$ cat src/rtl/uart_cmd_scheduler_if.sv
// Bundle between command sources, the scheduler and the 12-byte UART command transmitter.
// The scheduler takes the slave modport; the requester/transmitter side takes master.
interface uart_cmd_scheduler_if #(
  parameter int unsigned NUM_REQ = 4
);
  logic [NUM_REQ-1:0]              req;
  logic [NUM_REQ-1:0][11:0][7:0]   cmd_in;
  logic [NUM_REQ-1:0]              gnt;
  logic                            tx_start;
  logic [11:0][7:0]                tx_cmd_buf;
  logic                            busy;
  logic [$clog2(NUM_REQ)-1:0]      last_src;

  modport master (
    output req, cmd_in,
    input  gnt, tx_start, tx_cmd_buf, busy, last_src
  );

  modport slave (
    input  req, cmd_in,
    output gnt, tx_start, tx_cmd_buf, busy, last_src
  );
endinterface

$ cat src/rtl/uart_cmd_scheduler.sv
// Round-robin scheduler sharing one UART command transmitter among NUM_REQ sources; frames
// are timed by a counter. Define UART_CMD_CHECKSUM_EN to replace byte 11 with XOR of bytes 0..10.
module uart_cmd_scheduler #(
  parameter int unsigned NUM_REQ      = 4,
  parameter int unsigned FRAME_CYCLES = 132,
  parameter int unsigned GAP_CYCLES   = 4
) (
  input  logic                 clk,
  input  logic                 rst_n,
  uart_cmd_scheduler_if.slave  bus
);

  localparam int unsigned SrcW   = $clog2(NUM_REQ);
  localparam int unsigned MaxCnt = (FRAME_CYCLES > GAP_CYCLES) ? FRAME_CYCLES : GAP_CYCLES;
  localparam int unsigned CntW   = $clog2(MaxCnt + 1);

  typedef enum logic [1:0] {StIdle, StLaunch, StWait, StGap} state_e;

  state_e              state_q, state_d;
  logic [CntW-1:0]     cnt_q, cnt_d;
  logic [SrcW-1:0]     last_src_q, last_src_d;
  logic [11:0][7:0]    buf_q, buf_d;
  logic                tx_start_q, tx_start_d;

  logic                found;
  logic [SrcW-1:0]     winner;
  logic [SrcW-1:0]     cand;
  logic [11:0][7:0]    sel_cmd;

  always_ff @(posedge clk) begin
    if (!rst_n) begin
      state_q    <= StIdle;
      cnt_q      <= '0;
      last_src_q <= SrcW'(NUM_REQ - 1);
      buf_q      <= '0;
      tx_start_q <= 1'b0;
    end else begin
      state_q    <= state_d;
      cnt_q      <= cnt_d;
      last_src_q <= last_src_d;
      buf_q      <= buf_d;
      tx_start_q <= tx_start_d;
    end
  end

  // First requester found scanning upward from the previous winner, wrapping.
  always_comb begin
    found  = 1'b0;
    winner = last_src_q;
    cand   = '0;
    for (int unsigned off = 1; off <= NUM_REQ; off++) begin
      cand = SrcW'((32'(last_src_q) + off) % NUM_REQ);
      if (!found && bus.req[cand]) begin
        found  = 1'b1;
        winner = cand;
      end
    end
  end

`ifdef UART_CMD_CHECKSUM_EN
  logic [7:0] csum;
  always_comb begin
    csum = '0;
    for (int b = 0; b < 11; b++) begin
      csum = csum ^ bus.cmd_in[winner][b];
    end
    sel_cmd     = bus.cmd_in[winner];
    sel_cmd[11] = csum;
  end
`else
  always_comb begin
    sel_cmd = bus.cmd_in[winner];
  end
`endif

  always_comb begin
    state_d    = state_q;
    cnt_d      = cnt_q;
    last_src_d = last_src_q;
    buf_d      = buf_q;
    tx_start_d = 1'b0;
    unique case (state_q)
      StIdle: begin
        if (found) begin
          state_d    = StLaunch;
          last_src_d = winner;
          buf_d      = sel_cmd;
        end
      end
      StLaunch: begin
        tx_start_d = 1'b1;
        cnt_d      = CntW'(FRAME_CYCLES - 1);
        state_d    = StWait;
      end
      StWait: begin
        if (cnt_q == '0) begin
          if (GAP_CYCLES > 0) begin
            cnt_d   = CntW'(GAP_CYCLES - 1);
            state_d = StGap;
          end else begin
            state_d = StIdle;
          end
        end else begin
          cnt_d = cnt_q - CntW'(1);
        end
      end
      StGap: begin
        if (cnt_q == '0) begin
          state_d = StIdle;
        end else begin
          cnt_d = cnt_q - CntW'(1);
        end
      end
      default: state_d = StIdle;
    endcase
  end

  // gnt is asserted for the single LAUNCH cycle; last_src_q already holds the winner then.
  always_comb begin
    bus.gnt = '0;
    if (state_q == StLaunch) begin
      bus.gnt[last_src_q] = 1'b1;
    end
    bus.tx_start   = tx_start_q;
    bus.tx_cmd_buf = buf_q;
    bus.busy       = (state_q != StIdle);
    bus.last_src   = last_src_q;
  end

endmodule

$ cat src/flat_wrapper.sv
// flat-port wrapper written by rule: the top's interface ports become plain ports
module uart_cmd_scheduler_flat 
#(
  parameter int unsigned NUM_REQ      = 4,
  parameter int unsigned FRAME_CYCLES = 132,
  parameter int unsigned GAP_CYCLES   = 4
)
  (clk, rst_n, bus_req, bus_cmd_in, bus_gnt, bus_tx_start, bus_tx_cmd_buf, bus_busy, bus_last_src);
  uart_cmd_scheduler_if #(.NUM_REQ(NUM_REQ)) bus_i ();
  input  logic clk;
  input  logic rst_n;
  input wire logic [$bits(bus_i.req)-1:0] bus_req;
  input wire logic [$bits(bus_i.cmd_in)-1:0] bus_cmd_in;
  output wire logic [$bits(bus_i.gnt)-1:0] bus_gnt;
  output wire logic [$bits(bus_i.tx_start)-1:0] bus_tx_start;
  output wire logic [$bits(bus_i.tx_cmd_buf)-1:0] bus_tx_cmd_buf;
  output wire logic [$bits(bus_i.busy)-1:0] bus_busy;
  output wire logic [$bits(bus_i.last_src)-1:0] bus_last_src;
  assign bus_i.req = bus_req;
  assign bus_i.cmd_in = bus_cmd_in;
  assign bus_gnt = bus_i.gnt;
  assign bus_tx_start = bus_i.tx_start;
  assign bus_tx_cmd_buf = bus_i.tx_cmd_buf;
  assign bus_busy = bus_i.busy;
  assign bus_last_src = bus_i.last_src;
  uart_cmd_scheduler #(.NUM_REQ(NUM_REQ), .FRAME_CYCLES(FRAME_CYCLES), .GAP_CYCLES(GAP_CYCLES)) u_core (.clk(clk), .rst_n(rst_n), .bus(bus_i));
endmodule
$ cat config.mk
export PLATFORM = sky130hd
export DESIGN_NAME = uart_cmd_scheduler_flat
export DESIGN_NICKNAME = d
export VERILOG_FILES = /design/src/rtl/uart_cmd_scheduler_if.sv /design/src/rtl/uart_cmd_scheduler.sv /design/src/flat_wrapper.sv
export SDC_FILE = /design/constraint.sdc
export NUM_CORES = 1
export LEC_CHECK = 0
export ABC_AREA = 1
export BUFFER_PORTS_ARGS = -buffer_cell sky130_fd_sc_hd__buf_2
export CORE_AREA = 2 2 194 196
export CTS_CLUSTER_DIAMETER = 60
export CTS_CLUSTER_SIZE = 30
export DETAILED_ROUTE_END_ITERATION = 16
export DIE_AREA = 0 0 196 198
export MAX_ROUTING_LAYER = met4
export PLACE_DENSITY = 0.61
export SLEW_MARGIN = 20
export SYNTH_ARGS = -nofsm -noshare
export SYNTH_HDL_FRONTEND = slang
export SYNTH_SLANG_ARGS = --single-unit
$ cat constraint.sdc
create_clock -name clk -period 2.9 [get_ports clk]
set_input_delay 0 -clock clk [delete_from_list [all_inputs] [get_ports clk]]
set_output_delay 0 -clock clk [all_outputs]
set_load 0.01 [all_outputs]
==> results_tabular.tex <==
\begin{tabular}{lr}
\hline
Metric & Value \\
\hline
\multicolumn{2}{l}{\textbf{Yosys}} \\
Top cell type by total area after synthesis & nand3\_1 \\
Largest family of logic cells by synthesized area & simple AND/OR/NAND/NOR gates \\
Synthesized-area fraction occupied by ao, oa, aoi and oai cells & 1.193\% \\
Area share of fa/ha/maj cells after synthesis & under 10\% \\
Xor and xnor area share after synthesis & 0.2783\% \\
Warnings, synthesis & 0 \\
Post-synth top area share & 30.80\% \\
Number of synthesized register bits & 109 \\
Average footprint of a synthesized cell & 5.480 µm² \\
Cell types occupying the most area after synthesis & nand3\_1, dfxtp\_1, nand2\_1 \\
Post-synthesis cell type count & 22 \\
Synthesized netlist net count & 2124 \\
Mapped Cells & around 1700 \\
Summed instance area of the synthesized netlist & 0.009442 mm² \\
Mux contribution to synthesized area & 0\% \\
Sequential area share after synthesis & 23.11\% \\
Simple logic cell fraction of the synthesized area & 53.05\% \\
\multicolumn{2}{l}{\textbf{STA}} \\
Final hold vios & 0 \\
Setup ws final & 0.3762 ns \\
Count of final max-slew check failures & 0 \\
Count of endpoints failing setup in the final report & 0 \\
Slew at the pin with the worst max-slew slack & 0.8047 ns \\
Share of the clock period used by the worst path & between 80\% and 90\% \\
Max Freq & between 300 and 400 MHz \\
Max-slew headroom at the worst pin & 46.35\% \\
Post-Route Hold Slack & slightly above 0.03 ns \\
Unrepaired setup endpoints after global routing & false \\
Setup clock skew after layout & 0.01645 ns \\
Final worst path period need & 2.524 ns \\
Aggregate negative setup slack & 0 ns \\
\multicolumn{2}{l}{\textbf{Final layout}} \\
Syn-to-layout area delta & 35.66\% \\
Share of cells above drive strength 1 & 27.31\% \\
Fill cells & approximately 4100 \\
Number of nets in the layout & 2561 \\
Ant. Diodes & 0 \\
\multicolumn{2}{l}{\textbf{Power and ir drop}} \\
Power per cell area & 1319 mW/mm² \\
Sequential fraction of design power & roughly 14\% \\
Fraction of power spent switching nets & between 50\% and 60\% \\
Worst IR Drop VDD & 891.1 µV \\
Share of power burned in the clock network & 7.5\% \\
Pwr Total & 0.01689 W \\
Share of total power in combinational logic & 78.1\% \\
Cell-internal power & 0.007614 W \\
Net switching power of the design & 0.009276 W \\
Lkg Pwr & 8.142 nW \\
\multicolumn{2}{l}{\textbf{Floorplan}} \\
Die Span X & 196 µm \\
Standard cell core area & around 0.037 mm² \\
DIE HEIGHT & 198 µm \\
Placement Rows & 71 \\
Initial cell density of the core & approximately 26\% \\
Total Die Area & 0.03881 mm² \\
Boundary Pins & 494 \\
\multicolumn{2}{l}{\textbf{Worst setup path}} \\
Highest fanout seen on the critical path & 34 \\
Crit Reg-Reg Startpoint & u\_core.bus.last\_src[1]\$\_SDFFE\_PN1P\_ \\
Reg2Reg Setup Slack & 0.38 ns \\
Critical Path, Cell by Cell & inv\_1 -> ha\_1 -> inv\_1 -> nand3\_1 -> nand2\_1 -> nand2\_2 -> nand2\_2 -> nand2\_8 -> buf\_12 -> buf\_12 -> nand3\_1 -> nand3\_1 -> nand3\_1 -> nand2\_1 -> inv\_1 \\
Path type of the worst setup path & reg -> reg \\
Arr. time, crit path & 2.80 ns \\
Most used cell, CP & nand3\_1 \\
Worst-case reg-to-reg path depth & 15 \\
Cell with the biggest individual delay on the critical path & dfxtp\_2 \\
Kind of launch point of the worst setup path & flip-flop \\
Setup crit end kind & flip-flop \\
Data required time at the worst endpoint & 3.17 ns \\
End of the worst register-to-register path & u\_core.bus.tx\_cmd\_buf[86]\$\_SDFFE\_PN0P\_ \\
Worst stage delay on the critical path & 0.42 ns \\
\multicolumn{2}{l}{\textbf{Global routing}} \\
Most Used Layer, Global Route & met2 \\
Sum of overflow across all layers after global routing & 0 \\
Met3 capacity usage during global routing & 3.441\% \\
Largest net degree at the start of global routing & 87 \\
Global routing usage on met1 & 24.70\% \\
Via count of the first global-routing pass & 11200 \\
Initial antenna violation count & 0 \\
Overall global routing resource usage & 19.46\% \\
Global-route wire length before repair & 58360 µm \\
Met2 GRT Util & 31.44\% \\
\multicolumn{2}{l}{\textbf{Placed design}} \\
Setup slack after placement & 0.2877 ns \\
I/O Buffers & 493 \\
RePlAce Congestion & 0.9404 \\
Half-perimeter wire length after placement & 28920 µm \\
\multicolumn{2}{l}{\textbf{Clock tree}} \\
Clock latency on the worst-skew pair & 0.38 ns \\
Number of sinks driven by the clock tree & 109 \\
Clock tree root buffer cell & clkbuf\_16 \\
Maximum buffer depth of the clock tree & 2 \\
TritonCTS clock tree & yes \\
Cts bufs inserted & 9 \\
H-tree depth reported by CTS & 3 \\
CTS clk-pin slew, worst paths & 0.08 ns \\
\multicolumn{2}{l}{\textbf{Detailed routing}} \\
Routed wire length & 38110 µm \\
Vias per cell & 4.655 \\
Total via count after detailed routing & about 12000 \\
Drt drc & 0 \\
Number of detailed-route iterations in the first pass & 8 \\
Detailed Route Iter0 Violations & 891 \\
Post-DR wirelength/cell & about 14 µm \\
Number of routed nets with antenna violations & 0 \\
\multicolumn{2}{l}{\textbf{Hold path}} \\
Classification of the worst-slack hold path & in -> reg \\
Hold path endpoint & u\_core.bus.tx\_cmd\_buf[94]\$\_SDFFE\_PN0P\_ \\
Worst Hold Path Cells & 7 \\
Launch point of the worst hold path & bus\_cmd\_in[382] \\
\multicolumn{2}{l}{\textbf{Job}} \\
Max-capacitance violation count & 0 \\
\multicolumn{2}{l}{\textbf{Outcome}} \\
Run status & finished, final reports clean \\
\hline
\end{tabular}
-- kinds of logic after synthesis --
| kind of cell | Yosys count |
|---|---|
| compound gates | 21 |
| xor+xnor | 3 |
| fa+ha+maj | 11 |
| buf+inv | 450 |
| flops | 109 |
| simple gates | 1129 |
-- per-layer routing --
metal / part of all wire (%) / wire, µm
met5: 0 / 0
met4: 2.3 / 873
met3: 7.1 / 2709
met1: 44 / 16640
met2: 47 / 17880
-- repair_timing --
item                                    4_1_cts  5_1_grt
hold buffers                                  1        0
endpoints found under the setup margin        0        8
endpoints found under the hold margin         6        0
buffers inserted                              0        0
resized for setup                             0        1
-- power groups by stage --
| stage | Clock, W | Combinational [W] | Sequential [W] |
|---|---|---|---|
| detailed placement | 0 | 0.0132 | 0.00246 |
| floorplan | 0 | 0.00910 | 0.00267 |
| global route | 0.00140 | 0.0149 | 0.00250 |
| global placement | 0 | 0.0131 | 0.00244 |
| finish | 0.00126 | 0.0132 | 0.00243 |
| CTS | 0.00134 | 0.0133 | 0.00243 |
-- synth_stat cells --
cell,number
nor3_1,5
o21ai_1,1
nand3_1,581
o21ai_0,10
inv_4,2
buf_6,16
nand2_2,7
o21ai_2,1
buf_4,11
nand3_2,2
inv_1,309
nor2_1,210
a21oi_1,6
a31oi_1,3
dfxtp_1,109
ha_1,11
nand4_1,3
clkbuf_1,14
inv_2,3
nand2_1,321
xor2_1,3
buf_2,95
-- final cells by class --
type                       instances  area (µm²)  area share (%)
clock buffer                      10       229.0           1.788
clock inverter                     5       52.55          0.4103
inverter                         314        1192           9.309
multi-input combinational       1164        5333           41.63
sequential                       109        2183           17.05
tap                              474       593.1           4.630
timing repair buffer             562        3226           25.18
-- critical path: cells and delay by family, from the launching register on --
family / cells / cell delay, ns
fa+ha+maj: 1 / 0.35
buf+inv: 5 / 0.63
flops: 1 / 0.42
simple gates: 9 / 1.00
-- cells in the final DEF (no fill, tap or decap), drive strengths merged, types with 6 or more instances in the layout --
| cell | count |
|---|---|
| o21ai | 12 |
| a21oi | 6 |
| nand2 | 328 |
| buf | 561 |
| clkbuf | 10 |
| ha | 11 |
| inv | 313 |
| dfxtp | 109 |
| nand3 | 583 |
| nor2 | 210 |
-- through the flow --
stage          instance area [µm²]  cells  utilization (%)
5_1_grt                      12810   2638            34.66
3_5_place_dp                 12520   2622            33.87
4_1_cts                      12810   2638            34.66
6_report                     12810   2638            34.66
2_1_floorplan                 9442   1723                -
3_3_place_gp                 12520   2622            33.87
-- flip-flops by register name, summed over array words and instances (netlist names) --
register / cells
u_core.cnt_q: 8
u_core.bus.tx_start: 1
u_core.bus.tx_cmd_buf: 96
u_core.bus.last_src: 2
u_core.state_q: 2
-- how the worst max path moves through the flow --
stage | from | to | depth (start not counted) | slack, ns
6_report | u_core.bus.last_src[1]$_SDFFE_PN1P_ | u_core.bus.tx_cmd_buf[86]$_SDFFE_PN0P_ | 15 | 0.38
2_1_floorplan | u_core.bus.last_src[0]$_SDFFE_PN1P_ | u_core.bus.tx_cmd_buf[0]$_SDFFE_PN0P_ | 15 | 0.77
4_1_cts | u_core.bus.last_src[1]$_SDFFE_PN1P_ | u_core.bus.tx_cmd_buf[7]$_SDFFE_PN0P_ | 16 | 0.24
3_5_place_dp | u_core.bus.last_src[1]$_SDFFE_PN1P_ | u_core.bus.tx_cmd_buf[49]$_SDFFE_PN0P_ | 15 | 0.29
5_1_grt | u_core.bus.last_src[1]$_SDFFE_PN1P_ | u_core.bus.tx_cmd_buf[31]$_SDFFE_PN0P_ | 16 | 0.1
3_3_place_gp | u_core.bus.last_src[1]$_SDFFE_PN1P_ | u_core.bus.tx_cmd_buf[7]$_SDFFE_PN0P_ | 16 | 0.36
Note: power is estimated with default switching activity, not from simulation.
